<file path="src/rtl/en_pulse_gen_if.sv">
// en_pulse_gen_if: request/status bundle between a controller and en_pulse_gen.
// The abort signal exists only when EN_PULSE_GEN_ABORT_EN is defined.
`default_nettype none

interface en_pulse_gen_if #(
  parameter int CNT_W = 4,
  parameter int GAP_W = 4
);
  logic             start;
  logic [CNT_W-1:0] count;
  logic [GAP_W-1:0] gap;
`ifdef EN_PULSE_GEN_ABORT_EN
  logic             abort;
`endif
  logic             en;
  logic             busy;
  logic             done;
  logic [CNT_W-1:0] remaining;

`ifdef EN_PULSE_GEN_ABORT_EN
  modport master (output start, count, gap, abort, input en, busy, done, remaining);
  modport slave  (input start, count, gap, abort, output en, busy, done, remaining);
`else
  modport master (output start, count, gap, input en, busy, done, remaining);
  modport slave  (input start, count, gap, output en, busy, done, remaining);
`endif
endinterface

`default_nettype wire

</file>
<file path="src/rtl/en_pulse_gen.sv">
// +--------------------------------------------------------------------------+
// | en_pulse_gen: Moore strobe generator emitting count en pulses spaced by  |
// | gap idle cycles, then a one-cycle done. Option: EN_PULSE_GEN_ABORT_EN.   |
// | Revision: 1.0                                                            |
// +--------------------------------------------------------------------------+
`default_nettype none

module en_pulse_gen #(
  parameter int CNT_W = 4,
  parameter int GAP_W = 4
) (
  input  logic           clk,
  input  logic           rst_n,
  en_pulse_gen_if.slave  bus
);

  typedef enum logic [1:0] {
    IDLE  = 2'd0,
    PULSE = 2'd1,
    GAP   = 2'd2,
    DONE  = 2'd3
  } state_t;

  state_t           state;
  state_t           state_nx;
  logic [CNT_W-1:0] rem_q;
  logic [CNT_W-1:0] rem_nx;
  logic [GAP_W-1:0] gap_q;
  logic [GAP_W-1:0] gap_q_nx;
  logic [GAP_W-1:0] gcnt;
  logic [GAP_W-1:0] gcnt_nx;
  logic             abort_hit;
  logic             en_q;
  logic             busy_q;
  logic             done_q;

`ifdef EN_PULSE_GEN_ABORT_EN
  assign abort_hit = bus.abort;
`else
  assign abort_hit = 1'b0;
`endif

  always_comb begin
    state_nx = state;
    rem_nx   = rem_q;
    gap_q_nx = gap_q;
    gcnt_nx  = gcnt;
    case (state)
      IDLE: begin
        if (bus.start) begin
          if (bus.count != '0) begin
            rem_nx   = bus.count;
            gap_q_nx = bus.gap;
            state_nx = PULSE;
          end else begin
            rem_nx   = '0;
            state_nx = DONE;
          end
        end
      end
      PULSE: begin
        // The pulse in flight this cycle is counted even if it is aborted.
        rem_nx = rem_q - CNT_W'(1);
        if (rem_nx == '0 || abort_hit) begin
          state_nx = DONE;
        end else if (gap_q == '0) begin
          state_nx = PULSE;
        end else begin
          state_nx = GAP;
          gcnt_nx  = gap_q;
        end
      end
      GAP: begin
        gcnt_nx = gcnt - GAP_W'(1);
        if (abort_hit) begin
          state_nx = DONE;
          gcnt_nx  = '0;
        end else if (gcnt == GAP_W'(1)) begin
          state_nx = PULSE;
        end
      end
      DONE: begin
        state_nx = IDLE;
      end
      default: begin
        state_nx = IDLE;
      end
    endcase
  end

  // Outputs are decoded from the next state so they align with the state register.
  always_ff @(posedge clk or negedge rst_n) begin
    if (!rst_n) begin
      state  <= IDLE;
      rem_q  <= '0;
      gap_q  <= '0;
      gcnt   <= '0;
      en_q   <= 1'b0;
      busy_q <= 1'b0;
      done_q <= 1'b0;
    end else begin
      state  <= state_nx;
      rem_q  <= rem_nx;
      gap_q  <= gap_q_nx;
      gcnt   <= gcnt_nx;
      en_q   <= (state_nx == PULSE);
      busy_q <= (state_nx == PULSE) || (state_nx == GAP);
      done_q <= (state_nx == DONE);
    end
  end

  assign bus.en        = en_q;
  assign bus.busy      = busy_q;
  assign bus.done      = done_q;
  assign bus.remaining = rem_q;

endmodule

`default_nettype wire

</file>
<file path="src/flat_wrapper.sv">
// flat-port wrapper written by rule: the top's interface ports become plain ports
module en_pulse_gen_flat 
#(
  parameter int CNT_W = 4,
  parameter int GAP_W = 4
)
  (clk, rst_n, bus_start, bus_count, bus_gap, bus_en, bus_busy, bus_done, bus_remaining);
  en_pulse_gen_if #(.CNT_W(CNT_W), .GAP_W(GAP_W)) bus_i ();
  input  logic clk;
  input  logic rst_n;
  input wire logic [$bits(bus_i.start)-1:0] bus_start;
  input wire logic [$bits(bus_i.count)-1:0] bus_count;
  input wire logic [$bits(bus_i.gap)-1:0] bus_gap;
  output wire logic [$bits(bus_i.en)-1:0] bus_en;
  output wire logic [$bits(bus_i.busy)-1:0] bus_busy;
  output wire logic [$bits(bus_i.done)-1:0] bus_done;
  output wire logic [$bits(bus_i.remaining)-1:0] bus_remaining;
  assign bus_i.start = bus_start;
  assign bus_i.count = bus_count;
  assign bus_i.gap = bus_gap;
  assign bus_en = bus_i.en;
  assign bus_busy = bus_i.busy;
  assign bus_done = bus_i.done;
  assign bus_remaining = bus_i.remaining;
  en_pulse_gen #(.CNT_W(CNT_W), .GAP_W(GAP_W)) u_core (.clk(clk), .rst_n(rst_n), .bus(bus_i));
endmodule
</file>
<file path="config.mk">
export PLATFORM = sky130hd
export DESIGN_NAME = en_pulse_gen_flat
export DESIGN_NICKNAME = d
export VERILOG_FILES = /design/src/rtl/en_pulse_gen_if.sv /design/src/rtl/en_pulse_gen.sv /design/src/flat_wrapper.sv
export SDC_FILE = /design/constraint.sdc
export NUM_CORES = 1
export LEC_CHECK = 0
export BUFFER_PORTS_ARGS = -buffer_cell sky130_fd_sc_hd__buf_2
export CAP_MARGIN = 10
export CELL_PAD_IN_SITES_DETAIL_PLACEMENT = 0
export CELL_PAD_IN_SITES_GLOBAL_PLACEMENT = 1
export CORE_ASPECT_RATIO = 1.75
export CORE_MARGIN = 2
export CORE_UTILIZATION = 30
export CTS_CLUSTER_SIZE = 16
export DETAILED_ROUTE_END_ITERATION = 16
export PLACE_DENSITY = 0.56
export SYNTH_ARGS = -nofsm -noshare
export SYNTH_HDL_FRONTEND = slang
export SYNTH_SLANG_ARGS = --single-unit
</file>
<file path="constraint.sdc">
create_clock -name clk -period 2.5 [get_ports clk]
set_input_delay 0.25 -clock clk [delete_from_list [all_inputs] [get_ports clk]]
set_output_delay 0.25 -clock clk [all_outputs]
set_load 0.03 [all_outputs]
</file>
==> results.md, run 1 <==
* Final Setup Violations at 0
* Peak supply drop at 0.000511 V
* Pwr dens at 1390 nW/um^2
* Routed length per instance at approximately 14 um
* Place WS at 0.328 ns
* CP Class: reg -> reg
* Met2 Use GR at 29.7%
* Clock-pin transition on the worst setup and hold timing paths at 0.07 ns
* Pre-antenna DRT Iters at 4
* Bufs on Longest Clock Path at 2
* DRC viols at 0
* CP max FO at 8
* Unrepaired setup endpoints after global routing: no
* Sum Neg Setup Slack at 0 ns
* Die height at 81.8 um
* Die ar. at 3970 sq um
* LEAKAGE at between 0.5 and 0.6 nW
* Vias in the first global route at 966
* Syn avg cell area at 9.71 sq um
* Vias at 878
* Yosys warning count at 0
* Reg2Reg Capture Point: u_core.bus.busy$_DFF_PN0_
* HP Class: in -> reg
* Core Area at 3360 sq um
* Share of cells above drive strength 1 at 21.3%
* Post-synth cell types at 30
* Vias/cell at 5.10
* Cell taking the most area after synthesis: dfrtp_1
* Placed Area at 1180 sq um
* CP Launch Point: u_core.bus.remaining[0]$_DFFE_PN0P_
* First-pass GRT wire length at 4500 um
* Maxcap violations at 0
* Seq/Total Area, Yosys at 41.0%
* Max-slew violation count at 0
* GR Util met1 at 15.6%
* Cell row count at 28
* WP data required at 2.66 ns
* All-Layer GR Usage at 15.1%
* H-tree levels at 1
* Number of fill cells at 373
* Final instance area at 1240 sq um
* Worst-Margin Slew at 0.476 ns
* Clock Latency Late Sink at about 0.26 ns
* Relative slew slack at 67.8%
* Antenna violations before repair at 0
* Net Count, Synth at 127
* Synth area leaders: dfrtp_1 41%, ha_1 11%, o21ai_0 4.3%
* Post-route ant nets at 0
* CP arrival at roughly 2.4 ns
* FF-to-FF setup slack at 0.31 ns
* Diode count at 0
* CP endpoint: u_core.bus.busy$_DFF_PN0_
* Clock root buffer master: clkbuf_8
* Reg-to-reg startpoint: u_core.bus.remaining[0]$_DFFE_PN0P_
* # clock sinks at 17
* Final Hold Fails at 0
* Peak Freq at 456 MHz
* Top Usage Layer GRT: met2
* Synth-to-Final Area Change at 19.2%
* CTS tree: done
* Num CTS Buffers at 3
* Largest net degree at the start of global routing at 18
* Max Clock Skew at 0.00364 ns
* Post-CTS Setup Bufs at 0
* Flops & latches, synth at 17
* Fin crit period at roughly 2.2 ns
* Post-Syn Area at 1040 sq um
* Total chip power at 1.72 mW
* Routed wire length at 2470 um
* PortBufs at 17
* Worst Setup End Kind: flop
* Final core occ at ~37%
* Gr ovfl total at 0
* Io pins at 18
* Final setup margin at 0.309 ns
* Share of Yosys cell area claimed by the top area cell type at 41.0%
* Post-Synthesis Cells at roughly 110
* Met3 track demand over resource at about 2.0%
* Status: complete, no violations
* Gp weighted congestion at between 0.7 and 0.8
* Nets at 148
* 1st-iter DRT viols at 22
* R2R depth at 8
* Tcrit/Tclk final at 87.6%
* Initial Utilization at 30.9%
* Post-DP HPWL at around 2000 um
* Startpoint Class: flop
* Die X-Extent at 48.5 um
[Yosys cell counts]
library cell and n:
nand3_1 4, nor3_1 6, mux2_1 4, nor3b_2 1, nor4_2 1, o21ai_1 1, a21oi_1 7, o22ai_4 1
or2_1 1, nand2b_1 2, dfrtp_1 17, mux2i_1 2, nand3b_1 1, nand2_1 5, o22ai_1 2, o21a_1 4
o21ai_0 9, nor3b_1 1, a2bb2oi_1 2, o22a_1 2, buf_2 1, ha_1 9, clkbuf_1 3, o31ai_1 2
nor4_1 2, or4_4 1, nor2_1 4, o41ai_1 1, inv_1 9, a31oi_1 2
[registers in the layout (all words and copies together), names as in the netlist]
signal                count
u_core.bus.busy           1
u_core.gcnt               4
u_core.bus.done           1
u_core.gap_q              4
u_core.bus.en             1
u_core.bus.remaining      4
u_core.state              2
[worst max-delay path: stages, from the launching register on]
cell and delay, ns:
dfrtp_1 0.47, inv_1 0.11, ha_1 0.24, nand3b_1 0.16, o22ai_4 0.11, o41ai_1 0.48, a21oi_1 0.17, ha_1 0.30
inv_1 0.03
[layer usage]
metal / wire length [um] / up-vias
li1: - / 429
met1: 901 / 425
met2: 1430 / 19
met3: 83 / 5
met4: 53 / 0
met5: 0 / -
[area by class of cell]
type / count / area (sq um) / share of cell area (%)
clock inverters: 1 / 7.51 / 0.607
multi-input cells: 77 / 563 / 45.5
clock buffers: 3 / 41.3 / 3.34
flip-flops and latches: 17 / 425 / 34.4
repair buffers: 20 / 110 / 8.90
inverters: 9 / 33.8 / 2.73
well taps: 45 / 56.3 / 4.55
[power breakdown]
part / leakage, nW / total, mW / switching (mW) / internal, mW
Combinational: 0.324 / 0.957 / 0.563 / 0.394
Sequential: 0.200 / 0.547 / 0.131 / 0.416
Clock: 0.0217 / 0.215 / 0.103 / 0.112
[placed cells by master, fill, tap and decap left out]
cell type,synthesis,layout
o41ai_1,1,1
a2bb2oi_1,2,2
nor4_1,2,2
o22a_1,2,2
a21oi_1,7,7
buf_4,0,2
o22ai_4,1,1
nand3_1,4,4
nor4_2,1,1
nand2b_1,2,2
or4_4,1,1
nand3b_1,1,1
dlygate4sd3_1,0,1
o21a_1,4,4
nor3b_2,1,1
o31ai_1,2,2
clkinvlp_4,0,1
nand2_1,5,5
nor2_1,4,4
nor3b_1,1,1
mux2i_1,2,2
clkbuf_8,0,3
a31oi_1,2,2
o21ai_1,1,1
nor3_1,6,6
o22ai_1,2,2
o21ai_0,9,9
dfrtp_1,17,17
ha_1,9,9
inv_1,9,9
buf_2,1,17
or2_1,1,1
mux2_1,4,4
[through the flow]
step	instances	hold WS, ns
4_1_cts	172	0.202
3_3_place_gp	167	0.201
5_1_grt	172	0.211
3_5_place_dp	167	0.206
6_report	172	0.203
2_1_floorplan	107	-0.0456
[cells by family after synthesis]
logic type	synth area share, %
buffers and inverters	4.82
adders and majority gates	10.8
muxes	6.26
AOI/OAI and AO/OA	21.1
and+or+nand+nor	16.0
DFF	41.0
[worst min path at each step]
stage	end	start	cells past startpoint	slack, ns
6_report	u_core.gap_q[2]$_DFFE_PN0P_	bus_gap[2]	2	0.20
5_1_grt	u_core.gap_q[1]$_DFFE_PN0P_	bus_gap[1]	2	0.21
4_1_cts	u_core.gap_q[2]$_DFFE_PN0P_	bus_gap[2]	2	0.20
3_5_place_dp	u_core.bus.remaining[3]$_DFFE_PN0P_	rst_n	1	0.21
3_3_place_gp	u_core.bus.remaining[3]$_DFFE_PN0P_	rst_n	1	0.20
2_1_floorplan	u_core.bus.busy$_DFF_PN0_	rst_n	0	-0.05
[what timing repair did]
action / 4_1_cts / 5_1_grt
hold endpoints to repair: 17 / 0
hold buffers: 1 / 0
resized for setup: 0 / 0
Power figures use the tool's default switching activity.
==> run 2, diff against run 1 <==
--- a/config.mk
+++ b/config.mk
@@ -5,6 +5,7 @@
 export SDC_FILE = /design/constraint.sdc
 export NUM_CORES = 1
 export LEC_CHECK = 0
+export ABC_AREA = 1
 export BUFFER_PORTS_ARGS = -buffer_cell sky130_fd_sc_hd__buf_2
 export CAP_MARGIN = 10
 export CELL_PAD_IN_SITES_DETAIL_PLACEMENT = 0
@@ -14,7 +15,7 @@
 export CORE_UTILIZATION = 30
 export CTS_CLUSTER_SIZE = 16
 export DETAILED_ROUTE_END_ITERATION = 16
-export PLACE_DENSITY = 0.56
+export PLACE_DENSITY = 0.58
 export SYNTH_ARGS = -nofsm -noshare
 export SYNTH_HDL_FRONTEND = slang
 export SYNTH_SLANG_ARGS = --single-unit
==> run 2 against run 1 <==
Effect of this change: clock-buffer cell count stayed put; combinational power is 6% higher; non-clock buffer count fell by 2; cell area down 0.71%; worst hold slack better by 0.021 ns; first-iteration DRC count is 32% lower; maximum frequency is 16% higher; final cell count grew 12%; worst setup slack gained 0.31 ns; die area is 0.67% lower; sequential cell count stayed put.
==> results.md, run 2 <==
* CP arrival at 2.08 ns (-0.27 ns)
* Peak Freq at 530 MHz (+16%)
* Share of cells above drive strength 1 at 20.9% (-0.31 points)
* CTS tree: done
* Internal power at 0.899 mW (-2.6%)
* Relative slew slack at 72.4% (+4.5 points)
* 1st-iter DRT viols at 15 (-32%)
* Diode count at 0 (unchanged)
* Clock Latency Late Sink at 0.25 ns (about the same)
* Reg-to-reg startpoint: u_core.bus.remaining[0]$_DFFE_PN0P_
* R2R depth at 12 (+4)
* Pwr dens at 1420 nW/um^2 (+2.4%)
* Nets at 169 (+14%)
* Unrepaired setup endpoints after global routing: no
* Commonest non-fill, non-tap cell in the layout: nand2_1
* Fin crit period at 1.89 ns (-0.306 ns)
* Syn avg cell area at 8.18 sq um (-16%)
* Placed Area at 1170 sq um (-0.53%)
* PortBufs at 17 (unchanged)
* FF-to-FF setup slack at 0.61 ns (+0.31 ns)
* Reg2Reg Capture Point: u_core.bus.busy$_DFF_PN0_
* Asr flop ratio synth at 100% (unchanged)
* Synth-to-Final Area Change at 19.2% (about the same)
* Total chip power at 1.75 mW (+1.7%)
* Clk pwr share at 12.1% (-0.4 points)
* WP data required at 2.70 ns (+0.04 ns)
* Flops & latches, synth at 17 (unchanged)
* Die X-Extent at 48.3 um (-0.33%)
* Comb pwr share at 58.1% (+2.5 points)
* Vias in the first global route at 899 (-6.9%)
* Vias/cell at 4.51 (-12%)
* Cell row count at 28 (unchanged)
* Pre-antenna DRT Iters at 4 (unchanged)
* Status: complete, no violations
* Post-DP HPWL at 1950 um (-1.4%)
* Gp weighted congestion at 0.762 (-4.4%)
* First-pass GRT wire length at 4070 um (-9.5%)
* Final Hold Fails at 0 (unchanged)
* WHS Endpoint: u_core.gap_q[1]$_DFFE_PN0P_
* Sum Neg Setup Slack at 0 ns (unchanged)
* Number of fill cells at 377 (+1.1%)
* Num CTS Buffers at 3 (unchanged)
* Post-route ant nets at 0 (unchanged)
* LEAKAGE at 0.653 nW (+20%)
* Die ar. at 3940 sq um (-0.67%)
* Final setup margin at 0.615 ns (+0.306 ns)
* Gr ovfl total at 0 (unchanged)
* Count of cells resized by post-cts repair at 0 (unchanged)
* Post-synth cell types at 19 (-37%)
* Top-count cell post-synth: nand2_1
* Clock-pin transition on the worst setup and hold timing paths at 0.07 ns (about the same)
* Initial Utilization at 31.0% (+0.099 points)
* Startpoint Class: flop
* CP Class: reg -> reg
* Leading post-synthesis cells by instance count: 31 x nand2_1, 17 x dfrtp_1, 17 x inv_1
* Hold Startpoint: bus_gap[1]
* Worst-Margin Slew at 0.414 ns (-0.0619 ns)
* Max Clock Skew at 0.00430 ns (+0.000657 ns)
* CP max FO at 6 (-2)
* Yosys warning count at 0 (unchanged)
* Synth area leaders: dfrtp_1 41%, nand2_1 11%, ha_1 11%
* Post-Synthesis Cells at 126 (+18%)
* Cell taking the most area after synthesis: dfrtp_1
* Share of Yosys cell area claimed by the top area cell type at 41.3% (+0.30 points)
* DRC viols at 0 (unchanged)
* Post-Syn Area at 1030 sq um (-0.72%)
* Antenna violations before repair at 0 (unchanged)
* Tcrit/Tclk final at 75.4% (-12 points)
* Max-slew violation count at 0 (unchanged)
* Bufs on Longest Clock Path at 2 (unchanged)
* Hold path cells at 2 (unchanged)
* Clock root buffer master: clkbuf_8
* Io pins at 18 (unchanged)
* Main synth FF type: dfrtp_1
* Die height at 81.6 um (-0.34%)
* Sw power at 0.849 mW (+6.6%)
* Maxcap violations at 0 (unchanged)
* Sequential share of power at 29.8% (-2.0 points)
* Routed wire length at 2420 um (-2.2%)
* Place WS at 0.608 ns (+0.281 ns)
* Core Area at 3330 sq um (-1.0%)
* Final Non-Filler Cells at 193 (+12%)
* Most frequent cells in the layout: 31 x nand2_1, 17 x inv_1, 17 x buf_2, 17 x dfrtp_1, 13 x nor2_1
* Vias at 871 (-0.80%)
* Peak supply drop at 0.000495 V (-3.2%)
* H-tree levels at 1 (unchanged)
* Final instance area at 1230 sq um (-0.71%)
* Sw Share at 48.6% (+2.2 points)
* Seq/Total Area, Yosys at 41.3% (+0.30 points)
* All-Layer GR Usage at 13.9% (-1.2 points)
* Final Setup Violations at 0 (unchanged)
* Dpl cells at 188 (+13%)
* Routed length per instance at 12.5 um (-13%)
* HP Class: in -> reg
* Net Count, Synth at 146 (+15%)
* EDFF count, synth at 0 (unchanged)
* # clock sinks at 17 (unchanged)
* Worst Setup End Kind: flop
* Largest net degree at the start of global routing at 18 (unchanged)
-- run 2: worst max-delay path by stage --
stage                                            to                                start  depth (start not counted)  slack (ns)
final                     u_core.bus.busy$_DFF_PN0_  u_core.bus.remaining[0]$_DFFE_PN0P_                         12        0.61
after global routing      u_core.bus.busy$_DFF_PN0_  u_core.bus.remaining[0]$_DFFE_PN0P_                         12        0.38
after global placement    u_core.bus.busy$_DFF_PN0_  u_core.bus.remaining[0]$_DFFE_PN0P_                         12        0.61
after CTS                 u_core.bus.busy$_DFF_PN0_  u_core.bus.remaining[0]$_DFFE_PN0P_                         12        0.59
after detailed placement  u_core.bus.busy$_DFF_PN0_  u_core.bus.remaining[0]$_DFFE_PN0P_                         12        0.61
after floorplan           u_core.bus.busy$_DFF_PN0_  u_core.bus.remaining[0]$_DFFE_PN0P_                         11        0.70
-- run 2: area by class of cell --
class,instances,area (sq um),share of cell area (%)
clock buffer,3,41.3,3.36
clock inverter,1,5.00,0.407
inverter,19,72.6,5.91
multi-input combinational,90,533,43.4
sequential,17,425,34.6
tap,45,56.3,4.58
timing repair buffer,18,95.1,7.74
-- run 2: per-layer routing --
layer,part of all wire (%),up-vias,track usage (%)
met2,56,15,27.1
met3,2.4,4,2.00
li1,-,453,-
met5,0,-,0
met4,2.2,0,7.71
met1,39,399,14.1
-- run 2: critical path, stage by stage (launching register included) --
cell,delay [ns]
dfrtp_1,0.41
inv_1,0.15
ha_1,0.20
inv_1,0.04
nand2_1,0.05
nand2_1,0.06
nor2_1,0.18
nand3_2,0.17
nand3_1,0.11
nand2_1,0.09
inv_1,0.09
ha_1,0.23
inv_1,0.05
-- run 2: kinds of logic (layout without fill, tap and decap cells) --
logic type	count (synthesis)	count (layout)	synth area share, %
AND/OR/NAND/NOR	59	59	25.5
AO/OA/AOI/OAI	19	19	10.9
buffers and inverters	19	41	7.04
flip-flops	17	17	41.3
adder cells (fa/ha/maj)	9	9	10.9
multiplexers	3	3	4.37
-- run 2: timing repair --
action | CTS | global route
endpoints found under the hold margin | 17 | 0
setup buffers | 0 | 0
hold buffers | 1 | 0
-- run 2: power groups by stage --
stage	clock network [mW]	registers, mW	logic (mW)
final	0.212	0.522	1.01
after global routing	0.240	0.543	1.17
after CTS	0.218	0.526	1.04
after detailed placement	0	0.531	1.03
after global placement	0	0.527	1.03
after floorplan	0	0.605	0.688
-- run 2: per-stage QoR --
step                hold slack (ns)  utilization, %
floorplan                   -0.0456               -
global placement              0.210            35.2
detailed placement            0.214            35.2
CTS                           0.221            36.9
global route                  0.215            36.9
finish                        0.223            36.9
==> run 3, diff against run 2 <==
==> constraint.sdc (replaced) <==
create_clock -name clk -period 2 [get_ports clk]
set_input_delay 0.2 -clock clk [delete_from_list [all_inputs] [get_ports clk]]
set_output_delay 0.2 -clock clk [all_outputs]
set_load 0.03 [all_outputs]
==> run 3 against run 2 <==
Effect of this change: final cell count is 1.0% higher; largest power group unchanged; critical path type unchanged; worst setup slack worse by 0.39 ns; die area did not move; non-clock buffer count is 2 higher; largest cell class unchanged.
==> results.md, run 3 (synthesis gave the netlist of run 2 again) <==
* DRC viols at 0 (unchanged)
* 1st-iter DRT viols at 14 (-1)
* Hold_buf cts at 1 (unchanged)
* FF-to-FF setup slack at 0.23 ns (-0.39 ns)
* Storage cell area at 425 sq um (unchanged)
* Worst Hold Slack at 0.169 ns (-0.0541 ns)
* Vias/cell at 4.57 (+1.2%)
* Clock-pin transition on the worst setup and hold timing paths at 0.07 ns (about the same)
* Nets at 171 (+1.2%)
* Synth-to-Final Area Change at 20.6%
* Routed wire length at 2410 um (-0.37%)
* Area of the multi-input gates at 533 sq um (unchanged)
* Cell row count at 28 (unchanged)
* Die ar. at 3940 sq um (unchanged)
* Internal power at 1.14 mW (+27%)
* Routed length per instance at 12.3 um (-1.4%)
* Maxcap violations at 0 (unchanged)
* Clock root buffer master: clkbuf_8
* Core Area at 3330 sq um (unchanged)
* Post-route ant nets at 0 (unchanged)
* Unrepaired setup endpoints after global routing: no
* Gr ovfl total at 0 (unchanged)
* Largest net degree at the start of global routing at 18 (unchanged)
* CP arrival at 1.97 ns (-0.11 ns)
* Final Setup Violations at 0 (unchanged)
* Share of cells above drive strength 1 at 22.0% (+1.1 points)
* First-pass GRT wire length at 4040 um (-0.69%)
* CP max FO at 6 (unchanged)
* Die X-Extent at 48.3 um (unchanged)
* Clock Latency Late Sink at 0.26 ns (about the same)
* Tcrit/Tclk final at 88.6% (+13 points)
* Bufs on Longest Clock Path at 2 (unchanged)
* Sw Share at 48.6% (+0.075 points)
* H-tree levels at 1 (unchanged)
* Die height at 81.6 um (unchanged)
* Gp weighted congestion at 0.822 (+7.9%)
* Sw power at 1.08 mW (+27%)
* Num CTS Buffers at 3 (unchanged)
* Initial Utilization at 31.0% (unchanged)
* Io pins at 18 (unchanged)
* Vias in the first global route at 922 (+2.6%)
* CP Class: reg -> reg
* Number of fill cells at 363 (-3.7%)
* Post-DP HPWL at 1950 um (-0.13%)
* Startpoint Class: flop
* Antenna violations before repair at 0 (unchanged)
* HP Class: in -> reg
* Max-slew violation count at 0 (unchanged)
* Status: complete, no violations
* Worst-Margin Slew at 0.420 ns (+0.00565 ns)
* Comb pwr share at 58.6% (+0.5 points)
* Relative slew slack at 72.0% (-0.38 points)
* Worst Setup End Kind: flop
* LEAKAGE at 0.662 nW (+1.4%)
* # clock sinks at 17 (unchanged)
* Max Clock Skew at 0.00261 ns (-0.00169 ns)
* Sum Neg Setup Slack at 0 ns (unchanged)
* Most frequent cells in the layout: 31 x nand2_1, 17 x inv_1, 17 x buf_2, 17 x dfrtp_1, 13 x nor2_1
* Diode count at 0 (unchanged)
* Count of cells resized by post-cts repair at 0 (unchanged)
* WP data required at 2.20 ns (-0.50 ns)
* Total chip power at 2.22 mW (+27%)
* PortBufs at 17 (unchanged)
* Fin crit period at 1.77 ns (-0.113 ns)
* Final Hold Fails at 0 (unchanged)
* Peak Freq at 564 MHz (+6.4%)
* All-Layer GR Usage at 13.7% (-0.15 points)
* Commonest non-fill, non-tap cell in the layout: nand2_1
* Sequential share of power at 29.4% (-0.4 points)
* Pwr dens at 1780 nW/um^2 (+25%)
* CTS tree: done
* Vias at 891 (+2.3%)
* Pre-antenna DRT Iters at 5 (+1)
* Post-CTS Setup Bufs at 0 (unchanged)
* Peak supply drop at 0.000602 V (+22%)
* Clk pwr share at 12.0% (about the same)
run 3: cell count changes in the layout (fill, tap and decap cells not counted):
cell | previous run | this run
buf_4 | 0 | 2
run 3: layout make-up:
type | count | share of cell area [%]
clock buffers | 3 | 3.32
inverters | 19 | 5.84
clock inverters | 1 | 0.402
repair buffers | 20 | 8.85
multi-input cells | 90 | 42.9
well taps | 45 | 4.53
flip-flops and latches | 17 | 34.2
run 3: routing by layer:
metal	global-route usage (%)	part of all wire, %
met5	0	0
met2	27.9	56
met1	13.4	38
met3	2.00	3.4
met4	6.86	2.3
run 3: final timing paths:
path,end,start,depth (start not counted)
max in group asynchronous,u_core.gap_q[1]$_DFFE_PN0P_,rst_n,2
min in group asynchronous,u_core.bus.remaining[1]$_DFFE_PN0P_,rst_n,2
min,u_core.gap_q[0]$_DFFE_PN0P_,bus_gap[0],2
max reg2reg,u_core.bus.busy$_DFF_PN0_,u_core.bus.remaining[0]$_DFFE_PN0P_,12
min reg2reg,u_core.gcnt[1]$_DFFE_PN0P_,u_core.gcnt[1]$_DFFE_PN0P_,2
max,u_core.bus.busy$_DFF_PN0_,u_core.bus.remaining[0]$_DFFE_PN0P_,12
run 3: metrics by stage:
stage | instances | area, sq um | setup slack (ns) | util [%]
after detailed placement | 190 | 1190 | 0.237 | 35.7
after global placement | 190 | 1190 | 0.283 | 35.7
after CTS | 195 | 1240 | 0.218 | 37.4
after global routing | 195 | 1240 | 0.0289 | 37.4
after floorplan | 126 | 1030 | 0.199 | -
final | 195 | 1240 | 0.228 | 37.4
run 3: power groups by stage:
| stage | registers [mW] | clock network, mW | logic, mW |
|---|---|---|---|
| after floorplan | 0.757 | 0 | 0.860 |
| after global placement | 0.659 | 0 | 1.32 |
| after detailed placement | 0.664 | 0 | 1.31 |
| after CTS | 0.656 | 0.274 | 1.32 |
| after global routing | 0.677 | 0.293 | 1.48 |
| final | 0.653 | 0.267 | 1.30 |
run 3: worst max-delay path, cell delays in order (launching register included):
cell     delay [ns]
dfrtp_1        0.40
inv_1          0.11
ha_1           0.18
inv_1          0.04
nand2_1        0.05
nand2_1        0.06
nor2_1         0.16
nand3_2        0.16
nand3_1        0.11
nand2_1        0.07
inv_1          0.09
ha_1           0.23
inv_1          0.05
